--- src/rtl/uart_msg_arbiter_pkg.sv ---
// Shared definitions for the UART message arbiter: FSM state encoding and the
// terminator byte appended after a message when enabled.
package uart_msg_arbiter_pkg;

    typedef enum logic [2:0] {
        ST_IDLE    = 3'd0,
        ST_LOAD    = 3'd1,
        ST_SEND    = 3'd2,
        ST_WAIT_LO = 3'd3,
        ST_WAIT_HI = 3'd4,
        ST_TERM    = 3'd5,
        ST_DONE    = 3'd6
    } state_e;

    localparam logic [7:0] TERM_BYTE = 8'h00;

    // States in which a byte is offered to the transmitter.
    function automatic logic is_tx_state(input state_e s);
        return (s == ST_SEND) || (s == ST_TERM);
    endfunction

endpackage

--- src/rtl/uart_msg_arbiter_rr.sv ---
// Combinational round-robin pick: first set request at or after ptr, with wrap.
module rr_arbiter
    import uart_msg_arbiter_pkg::*;
#(
    parameter int  NUM_REQ = 2,
    localparam int IDX_W   = $clog2(NUM_REQ)
) (
    input  logic [NUM_REQ-1:0] req,
    input  logic [IDX_W-1:0]   ptr,
    input  logic               en,
    output logic [NUM_REQ-1:0] gnt,
    output logic [IDX_W-1:0]   idx
);

    logic found_s;
    logic hit_s;

    function automatic logic [IDX_W-1:0] wrap_add(input logic [IDX_W-1:0] p, input int k);
        int s;
        s = int'(p) + k;
        if (s >= NUM_REQ) begin
            s = s - NUM_REQ;
        end else begin
            s = s + 0;
        end
        return IDX_W'(s);
    endfunction

    // Scan from the pointer upward; the first hit wins.
    always_comb begin
        found_s = 1'b0;
        hit_s   = 1'b0;
        idx     = '0;
        for (int k = 0; k < NUM_REQ; k++) begin
            hit_s   = en && !found_s && req[wrap_add(ptr, k)];
            idx     = hit_s ? wrap_add(ptr, k) : idx;
            found_s = found_s | hit_s;
        end
        gnt = found_s ? ({{(NUM_REQ-1){1'b0}}, 1'b1} << idx) : '0;
    end

endmodule

--- src/rtl/uart_msg_arbiter.sv ---
// Shares one uarttx between NUM_REQ message sources: round-robin grant, latch the
// owner's packed message and stream it MSB-first over the data/send/ready handshake.
module uart_msg_arbiter
    import uart_msg_arbiter_pkg::*;
#(
    parameter int  NUM_REQ      = 2,
    parameter int  MSG_BYTES    = 32,
    parameter int  BUSY_TIMEOUT = 4,
    localparam int LEN_W        = $clog2(MSG_BYTES + 1)
) (
    input  logic                           CLK,
    input  logic                           nrst,
    input  logic [NUM_REQ-1:0]             req,
    input  logic [NUM_REQ*MSG_BYTES*8-1:0] msg_in,
    input  logic [NUM_REQ*LEN_W-1:0]       msg_len,
    input  logic                           term_en,
    output logic [NUM_REQ-1:0]             grant,
    output logic [NUM_REQ-1:0]             done,
    output logic                           busy,
    output logic [7:0]                     tx_data,
    output logic                           tx_send,
    input  logic                           tx_ready
);

    localparam int MSG_W = MSG_BYTES * 8;
    localparam int IDX_W = $clog2(NUM_REQ);
    localparam int TMO_W = $clog2(BUSY_TIMEOUT + 1);

    state_e             state_q, state_d;
    logic [IDX_W-1:0]   owner_q, owner_d;
    logic [IDX_W-1:0]   ptr_q, ptr_d;
    logic [MSG_W-1:0]   msg_q, msg_d;
    logic [LEN_W-1:0]   idx_q, idx_d;
    logic [TMO_W-1:0]   tmo_q, tmo_d;
    logic               term_en_q, term_en_d;
    logic               term_sent_q, term_sent_d;
    logic [NUM_REQ-1:0] grant_q, grant_d;
    logic [NUM_REQ-1:0] done_q, done_d;
    logic               busy_q, busy_d;
    logic               tx_send_q, tx_send_d;
    logic [7:0]         tx_data_q, tx_data_d;
    logic [NUM_REQ-1:0] arb_gnt_s;
    logic [IDX_W-1:0]   arb_idx_s;
    logic [LEN_W-1:0]   len_sel_s;

    rr_arbiter #(.NUM_REQ(NUM_REQ)) u_rr (
        .req (req),
        .ptr (ptr_q),
        .en  (state_q == ST_IDLE),
        .gnt (arb_gnt_s),
        .idx (arb_idx_s)
    );

    assign len_sel_s = msg_len[owner_q*LEN_W +: LEN_W];

    // Next-state logic; outputs are derived from the next state so they leave flops.
    always_comb begin
        state_d     = state_q;
        owner_d     = owner_q;
        ptr_d       = ptr_q;
        msg_d       = msg_q;
        idx_d       = idx_q;
        tmo_d       = tmo_q;
        term_en_d   = term_en_q;
        term_sent_d = term_sent_q;
        case (state_q)
            ST_IDLE: begin
                if (|arb_gnt_s) begin
                    state_d = ST_LOAD;
                    owner_d = arb_idx_s;
                end else begin
                    state_d = ST_IDLE;
                end
            end
            ST_LOAD: begin
                msg_d       = msg_in[owner_q*MSG_W +: MSG_W];
                term_en_d   = term_en;
                term_sent_d = 1'b0;
                if (len_sel_s > LEN_W'(MSG_BYTES)) begin
                    idx_d = LEN_W'(MSG_BYTES);
                end else begin
                    idx_d = len_sel_s;
                end
                if (idx_d != '0) begin
                    state_d = ST_SEND;
                end else if (term_en) begin
                    state_d = ST_TERM;
                end else begin
                    state_d = ST_DONE;
                end
            end
            ST_SEND: begin
                if (tx_ready) begin
                    idx_d   = idx_q - LEN_W'(1);
                    tmo_d   = '0;
                    state_d = ST_WAIT_LO;
                end else begin
                    state_d = ST_SEND;
                end
            end
            // A transmitter that never shows busy still releases us after the timeout.
            ST_WAIT_LO: begin
                if (!tx_ready || (tmo_q == TMO_W'(BUSY_TIMEOUT - 1))) begin
                    state_d = ST_WAIT_HI;
                end else begin
                    tmo_d = tmo_q + TMO_W'(1);
                end
            end
            ST_WAIT_HI: begin
                if (!tx_ready) begin
                    state_d = ST_WAIT_HI;
                end else if (idx_q != '0) begin
                    state_d = ST_SEND;
                end else if (term_en_q && !term_sent_q) begin
                    state_d = ST_TERM;
                end else begin
                    state_d = ST_DONE;
                end
            end
            ST_TERM: begin
                if (tx_ready) begin
                    term_sent_d = 1'b1;
                    tmo_d       = '0;
                    state_d     = ST_WAIT_LO;
                end else begin
                    state_d = ST_TERM;
                end
            end
            ST_DONE: begin
                ptr_d   = (owner_q == IDX_W'(NUM_REQ - 1)) ? '0 : owner_q + IDX_W'(1);
                state_d = ST_IDLE;
            end
            default: begin
                state_d = ST_IDLE;
            end
        endcase

        busy_d    = (state_d != ST_IDLE);
        grant_d   = busy_d ? (NUM_REQ'(1) << owner_d) : '0;
        done_d    = (state_d == ST_DONE) ? (NUM_REQ'(1) << owner_d) : '0;
        tx_send_d = is_tx_state(state_d);
        tx_data_d = (state_d == ST_SEND) ? 8'(msg_d >> {idx_d - LEN_W'(1), 3'b000}) : TERM_BYTE;
    end

    // State, datapath and output registers.
    always_ff @(posedge CLK or negedge nrst) begin
        if (!nrst) begin
            state_q     <= ST_IDLE;
            owner_q     <= '0;
            ptr_q       <= '0;
            msg_q       <= '0;
            idx_q       <= '0;
            tmo_q       <= '0;
            term_en_q   <= 1'b0;
            term_sent_q <= 1'b0;
            grant_q     <= '0;
            done_q      <= '0;
            busy_q      <= 1'b0;
            tx_send_q   <= 1'b0;
            tx_data_q   <= 8'h00;
        end else begin
            state_q     <= state_d;
            owner_q     <= owner_d;
            ptr_q       <= ptr_d;
            msg_q       <= msg_d;
            idx_q       <= idx_d;
            tmo_q       <= tmo_d;
            term_en_q   <= term_en_d;
            term_sent_q <= term_sent_d;
            grant_q     <= grant_d;
            done_q      <= done_d;
            busy_q      <= busy_d;
            tx_send_q   <= tx_send_d;
            tx_data_q   <= tx_data_d;
        end
    end

    assign grant   = grant_q;
    assign done    = done_q;
    assign busy    = busy_q;
    assign tx_send = tx_send_q;
    assign tx_data = tx_data_q;

endmodule
--- config.mk ---
export PLATFORM = sky130hd
export DESIGN_NAME = uart_msg_arbiter
export DESIGN_NICKNAME = d
export VERILOG_FILES = /design/src/rtl/uart_msg_arbiter_pkg.sv /design/src/rtl/uart_msg_arbiter_rr.sv /design/src/rtl/uart_msg_arbiter.sv
export SDC_FILE = /design/constraint.sdc
export NUM_CORES = 1
export LEC_CHECK = 0
export CAP_MARGIN = 30
export CORE_AREA = 2 2 211 213
export CTS_CLUSTER_SIZE = 28
export DETAILED_ROUTE_END_ITERATION = 6
export DIE_AREA = 0 0 213 215
export HOLD_SLACK_MARGIN = 0.03
export PLACE_DENSITY = 0.67
export SLEW_MARGIN = 25
export SYNTH_ARGS = -nofsm -noshare
export SYNTH_HDL_FRONTEND = slang
export SYNTH_HIERARCHICAL = 1
export SYNTH_SLANG_ARGS = --single-unit
--- constraint.sdc ---
create_clock -name CLK -period 4.7 [get_ports CLK]
set_input_delay 0.94 -clock CLK [delete_from_list [all_inputs] [get_ports CLK]]
set_output_delay 0.94 -clock CLK [all_outputs]
set_load 0.05 [all_outputs]
==> impl_metrics.env, run 1 <==
export IMPL_start_kind="register"
export IMPL_synth_xor_area_share_pct=0.157
export IMPL_die_x_um=213
export IMPL_end_kind="register"
export IMPL_synth_adder_area_share_pct=0.314
export IMPL_drcViolationCount=0
export IMPL_power_density_nw_per_um2=751
export IMPL_initial_core_util_pct=36.5
export IMPL_areaGrowthSynthToFinish_pct=45.1
export IMPL_mostFrequentLayoutCell="clkdlybuf4s50_1"
export IMPL_routed_wl_mm=57.7
export IMPL_ys_ff_latch=286
export IMPL_fin_worst_skew_ns=0.0155
export IMPL_whs_ns=0.488
export IMPL_arrival_ns=4.62
export IMPL_drt_iter0_drc=844
export IMPL_grtUsageTotal_pct=24.8
export IMPL_die_area_sq_um=45800
export IMPL_firstDrtPassIters=5
export IMPL_grt_pass1_vias=14700
export IMPL_io_pins=544
export IMPL_cp_required_ns=5.06
export IMPL_synth_edf_count=0
export IMPL_hold_viol_final=0
export IMPL_grt_first_pass_wirelength_mm=86.2
export IMPL_slew_headroom_pct=41.8
export IMPL_max_freq_mhz=235
export IMPL_clk_latency_ns=0.51
export IMPL_synthMuxAreaShare_pct=21.6
export IMPL_path_cells="or3b_4 -> nor3_1 -> a221oi_2 -> ha_1 -> inv_1 -> a31oi_1 -> or2_2 -> buf_4 -> a211o_1 -> nand4_1 -> a21oi_1 -> o32ai_1"
export IMPL_antenna_found_initial=4
export IMPL_min_period_ns=4.26
export IMPL_fp_coreArea_sq_um=43600
export IMPL_numCtsBuffers=34
export IMPL_post_cts_buffers=0
export IMPL_cpMaxStageDelayCell="dfrtp_1"
export IMPL_worst_pin_slew_ns=0.872
export IMPL_ys_seq_area_share_pct=44.9
export IMPL_cts_root_buffer="clkbuf_16"
export IMPL_grt_max_degree=202
export IMPL_ys_async_sr_fraction_pct=100
export IMPL_setup_viol=0
export IMPL_synth_largest_area_cell="dfrtp_1"
export IMPL_synth_top_family_by_area="multiplexers"
export IMPL_crit_path_max_incr_delay_ns=0.74
export IMPL_die_y_um=215
export IMPL_fin_tns_setup_ns=0
export IMPL_critPathMaxFanout=54
export IMPL_synth_compound_area_share_pct=17.6
export IMPL_status="complete, no violations"
export IMPL_syn_inst=1662
export IMPL_cts_sinks=286
export IMPL_vias_per_cell=5.17
export IMPL_layout_common_cells="clkdlybuf4s50_1 (542), mux2i_1 (324), dfrtp_1 (285)"
export IMPL_max_cap_viol_count=0
export IMPL_timing_final_crit_share_pct=90.6
export IMPL_yosysWarningCount=6
export IMPL_cts_buffer_depth=3
export IMPL_ff2ff_setup_slack_ns=0.44
export IMPL_dp_hpwl_mm=45.8
export IMPL_rows=77
export IMPL_rsz0062_at_grt="no"
export IMPL_ir_worst_vdd_mv=0.463
export IMPL_postRouteAntennaNets=0
export IMPL_syn_num_nets=2196
export IMPL_synth_cell_types=68
export IMPL_drv_slew=0
export IMPL_wire_per_inst_um=20.9
export IMPL_syn_avg_cell_area_sq_um=9.60
export IMPL_leakagePower_nw=9.37
export IMPL_portBuffers=543
export IMPL_syn_area_sq_um=16000
export IMPL_cts_max_level=2
export IMPL_postCtsHoldBufs=0
export IMPL_path_clk_slew_ns=0.06
export IMPL_gp_congestion=0.936
export IMPL_drive_above_1_share_pct=5.97
export IMPL_yosys_area_share_simple_pct=11.1
export IMPL_worstSetupPathType="reg2reg"
export IMPL_vias=14200
export IMPL_tritoncts="done"
export IMPL_nets=2671
export IMPL_gr_total_overflow=0
export IMPL_holdCritPathClass="reg2reg"
export IMPL_synth_top_area_share_pct=44.9
export IMPL_post_cts_resize_count=0
export IMPL_synth_area_leaders="dfrtp_1 (45%), mux2i_1 (20%), nand2_1 (6.4%), o21ai_1 (5.7%), o21ai_0 (4.2%)"
export IMPL_synth_main_ff_cell="dfrtp_1"
## worst max-delay path: cells and delay by family, from the launching register on
family | cells | cell delay (ns)
adder cells (fa/ha/maj) | 1 | 0.23
buffers and inverters | 2 | 0.36
AND/OR/NAND/NOR | 4 | 1.37
flip-flops | 1 | 0.74
AO/OA/AOI/OAI | 5 | 1.40
## metal layers
metal	share of wire, %	vias up	global-route usage, %	wire, um
li1	-	6936	-	-
met4	1.6	0	4.57	921
met1	43	6786	32.6	24800
met5	0	-	0	0
met2	50	463	43.3	28700
met3	5.7	56	3.81	3300
## layout make-up
cell class,count,area (sq um)
Sequential cell,286,7160
Timing Repair Buffer,577,5800
Fill cell,4004,20500
Clock inverter,14,180
Antenna cell,4,10.0
Multi-Input combinational cell,1222,8160
Inverter,16,62.6
Clock buffer,46,1020
Tap cell,592,741
## metrics by stage
step | total power, mW | util (%) | worst slack [ns] | cells | cell area (sq um)
after CTS | 17.5 | 53.0 | 0.532 | 2753 | 23100
after detailed placement | 14.6 | 50.2 | 0.00683 | 2693 | 21900
final | 17.4 | 53.0 | 0.440 | 2757 | 23100
after global routing | 18.6 | 53.0 | 0.0808 | 2755 | 23100
after global placement | 14.4 | 50.2 | 0.137 | 2692 | 21900
after floorplan | 11.0 | - | 0.909 | 1662 | 16000
## path summary, 6_finish.rpt
path                                   end  cells after the start        from
max in group asynchronous       msg_q[147]                      2        nrst
worst min register to register  msg_q[174]                      2  msg_q[174]
worst max register to register  tx_data[3]                     12  state_q[2]
min in group asynchronous         msg_q[3]                      1        nrst
worst min-delay path            msg_q[174]                      2  msg_q[174]
worst max-delay path            tx_data[3]                     12  state_q[2]
## cells in the mapped netlist (2+ instances only)
cell type  number
buf_4           3
o22ai_1        16
a221o_1         2
mux2_2          8
a41oi_1         7
nor4_1          4
o22a_1          7
a21oi_1        18
o32ai_1         7
a211o_1        30
a2bb2oi_1       2
buf_6           8
nor3b_1         2
nor3_1         13
inv_1          13
mux2_1          2
a22o_1          3
buf_1           8
nor2b_1         3
o221ai_1        3
nand2_1       274
a31oi_1         2
clkbuf_1       90
nor2_1         20
o21ai_1       183
dfrtp_1       286
or3b_1          2
mux4_2          4
nand3_1        61
mux2i_1       324
o21ai_2         3
o21ai_0       133
o2111a_1        7
a21o_1         32
nand2b_1       11
ha_1            4
a211oi_2        2
buf_2          29
nand4_1         7
## state kept, by name (all words and copies together) (netlist names), 2 cells and up
register	count
done	2
tmo_q	3
msg_q	256
idx_q	6
grant	2
tx_data	8
state_q	3
## cells by family (layout without fill, tap and decap cells)
logic type,after synthesis,after routing
multiplexers,338,338
AO/OA/AOI/OAI,468,468
flip-flops,286,286
AND/OR/NAND/NOR,410,410
buffers and inverters,154,653
XOR/XNOR,2,2
other,0,4
adder cells (fa/ha/maj),4,4
## power by group
group	internal (mW)	leakage, nW	total (mW)	switching [mW]
Sequential	3.66	3.53	4.05	0.390
Clock	1.74	0.595	2.79	1.04
Combinational	4.00	5.24	10.5	6.54
No activity file was read; power rests on OpenSTA's default activity.
==> inputs of run 2 (changes only) <==
- CORE_AREA: 2 2 211 213 -> not set
- CORE_ASPECT_RATIO: not set -> 0.5
- CORE_UTILIZATION: not set -> 47
- DIE_AREA: 0 0 213 215 -> not set
- PLACE_DENSITY: 0.67 -> 0.82
==> run 2 against run 1 <==
Die area is 24% lower; count of clock-buffer cells in the layout is 14 lower; first-iteration DRC count is 90% higher; critical endpoint is now tx_data[4]; largest power group unchanged.
==> impl_metrics.env, run 2 (same netlist as run 1, synthesis figures left out) <==
export IMPL_p_int_mw=8.83
export IMPL_post_cts_buffers=0
export IMPL_firstDrtPassIters=5
export IMPL_max_cap_viol_count=0
export IMPL_grt_max_degree=204
export IMPL_postRouteAntennaNets=0
export IMPL_drive_above_1_share_pct=4.83
export IMPL_busiest_layer="met2"
export IMPL_p_sw_mw=7.82
export IMPL_slew_headroom_pct=31.5
export IMPL_numCtsBuffers=25
export IMPL_vias=14400
export IMPL_grtUsageMet3_pct=6.18
export IMPL_end_kind="register"
export IMPL_areaGrowthSynthToFinish_pct=41.3
export IMPL_cts_max_level=1
export IMPL_post_cts_resize_count=0
export IMPL_ir_worst_vdd_mv=0.594
export IMPL_hold_viol_final=0
export IMPL_tritoncts="done"
export IMPL_gp_congestion=0.951
export IMPL_critPathMaxFanout=28
export IMPL_timing_final_crit_share_pct=86.2
export IMPL_multi_input_comb_area_sq_um=8160
export IMPL_combinationalPowerShare_pct=62.4
export IMPL_setup_viol=0
export IMPL_drcViolationCount=0
export IMPL_cts_root_buffer="clkbuf_16"
export IMPL_gr_total_overflow=0
export IMPL_status="complete, no violations"
export IMPL_grtUsageMet1_pct=41.3
export IMPL_initial_core_util_pct=48.0
export IMPL_cp_required_ns=5.10
export IMPL_dp_slack_ns=0.197
export IMPL_switching_share_pct=47.0
export IMPL_fin_cells=2575
export IMPL_cts_sinks=286
export IMPL_dp_hpwl_mm=42.3
export IMPL_mostFrequentLayoutCell="clkdlybuf4s50_1"
export IMPL_dp_cells=2532
export IMPL_grt_pass1_vias=14600
export IMPL_largest_reg_flops=256
export IMPL_postCtsHoldBufs=0
export IMPL_cts_buffer_depth=3
export IMPL_arrival_ns=4.44
export IMPL_use_met2_pct=52.8
export IMPL_min_period_ns=4.05
export IMPL_holdCritPathClass="in2async"
export IMPL_regArea_sq_um=7160
export IMPL_die_y_um=132
export IMPL_die_area_sq_um=34700
export IMPL_start_kind="input pin"
export IMPL_path_clk_slew_ns=0.07
export IMPL_rows=47
export IMPL_power_total_mw=16.6
export IMPL_setup_slack_ns=0.650
export IMPL_die_x_um=263
export IMPL_drt_iter0_drc=1604
export IMPL_drv_slew=0
export IMPL_vias_per_cell=5.61
export IMPL_dpl_instance_area_sq_um=21700
export IMPL_fin_worst_skew_ns=0.00912
export IMPL_clkPwrFrac_pct=13.1
export IMPL_worst_pin_slew_ns=1.03
export IMPL_portBuffers=543
export IMPL_power_density_nw_per_um2=738
export IMPL_leakagePower_nw=9.15
export IMPL_antenna_found_initial=0
export IMPL_grtUsageTotal_pct=31.2
export IMPL_grt_first_pass_wirelength_mm=83.2
export IMPL_finalInstanceArea_sq_um=22500
export IMPL_utilization_pct=67.9
export IMPL_clk_latency_ns=0.54
export IMPL_nets=2653
export IMPL_worstSetupPathType="in2reg"
export IMPL_p_seq_share_pct=24.6
export IMPL_fin_tns_setup_ns=0
export IMPL_routed_wl_mm=55.0
export IMPL_antennaDiodeCount=0
export IMPL_fill_cells=2601
export IMPL_io_pins=544
export IMPL_layout_common_cells="clkdlybuf4s50_1 (542), mux2i_1 (324), dfrtp_1 (285)"
export IMPL_max_freq_mhz=247
export IMPL_fp_coreArea_sq_um=33200
export IMPL_wire_per_inst_um=21.3
export IMPL_regMostFlops="msg_q"
export IMPL_whs_ns=0.265
export IMPL_rsz0062_at_grt="no"
-- run 2: changes by cell type in the layout (fill, tap and decap cells not counted), sizes merged --
cell / change
clkinv: -7
clkbuf: -14
bufinv: -1
buf: -9
diode: -4
clkinvlp: +1
inv: +3
-- run 2: worst paths after layout --
path	start	endpoint	slack, ns	cells past startpoint
max	msg_len[7]	tx_data[4]	0.65	13
min	nrst	msg_q[199]	0.26	1
max reg2reg	state_q[1]	tx_data[4]	0.83	12
min reg2reg	msg_q[38]	msg_q[38]	0.49	2
max in group asynchronous	nrst	msg_q[27]	3.63	2
min in group CLK	msg_q[38]	msg_q[38]	0.49	2
-- run 2: power by group through the flow --
stage	combinational, mW	sequential [mW]	clock (mW)
after floorplan	7.02	4.02	0
after global placement	9.93	4.07	0
after detailed placement	10.1	4.12	0
after CTS	10.2	4.08	2.19
after global routing	11.1	4.20	2.28
final	10.4	4.09	2.18
-- run 2: layout make-up --
cell class,instances,area share [%]
multi-input cells,1222,36.2
flip-flops and latches,286,31.8
repair buffers,568,25.6
clock buffers,32,3.11
well taps,441,2.45
clock inverters,10,0.644
inverters,16,0.277
-- run 2: per-layer routing --
metal  vias up  wire [um]
li1       6898          -
met1      6960      23000
met2       497      26800
met3        86       3920
met4         0       1240
met5         -          0
-- run 2: critical path, stage by stage --
cell	delay [ns]
clkdlybuf4s50_1	0.42
nor4b_1	0.35
o22ai_1	0.26
a211oi_4	0.36
nor2_2	0.10
ha_1	0.20
inv_1	0.08
a31oi_1	0.12
o21ai_4	0.79
a21o_1	0.14
nand4_1	0.12
a21oi_1	0.35
o32ai_1	0.17
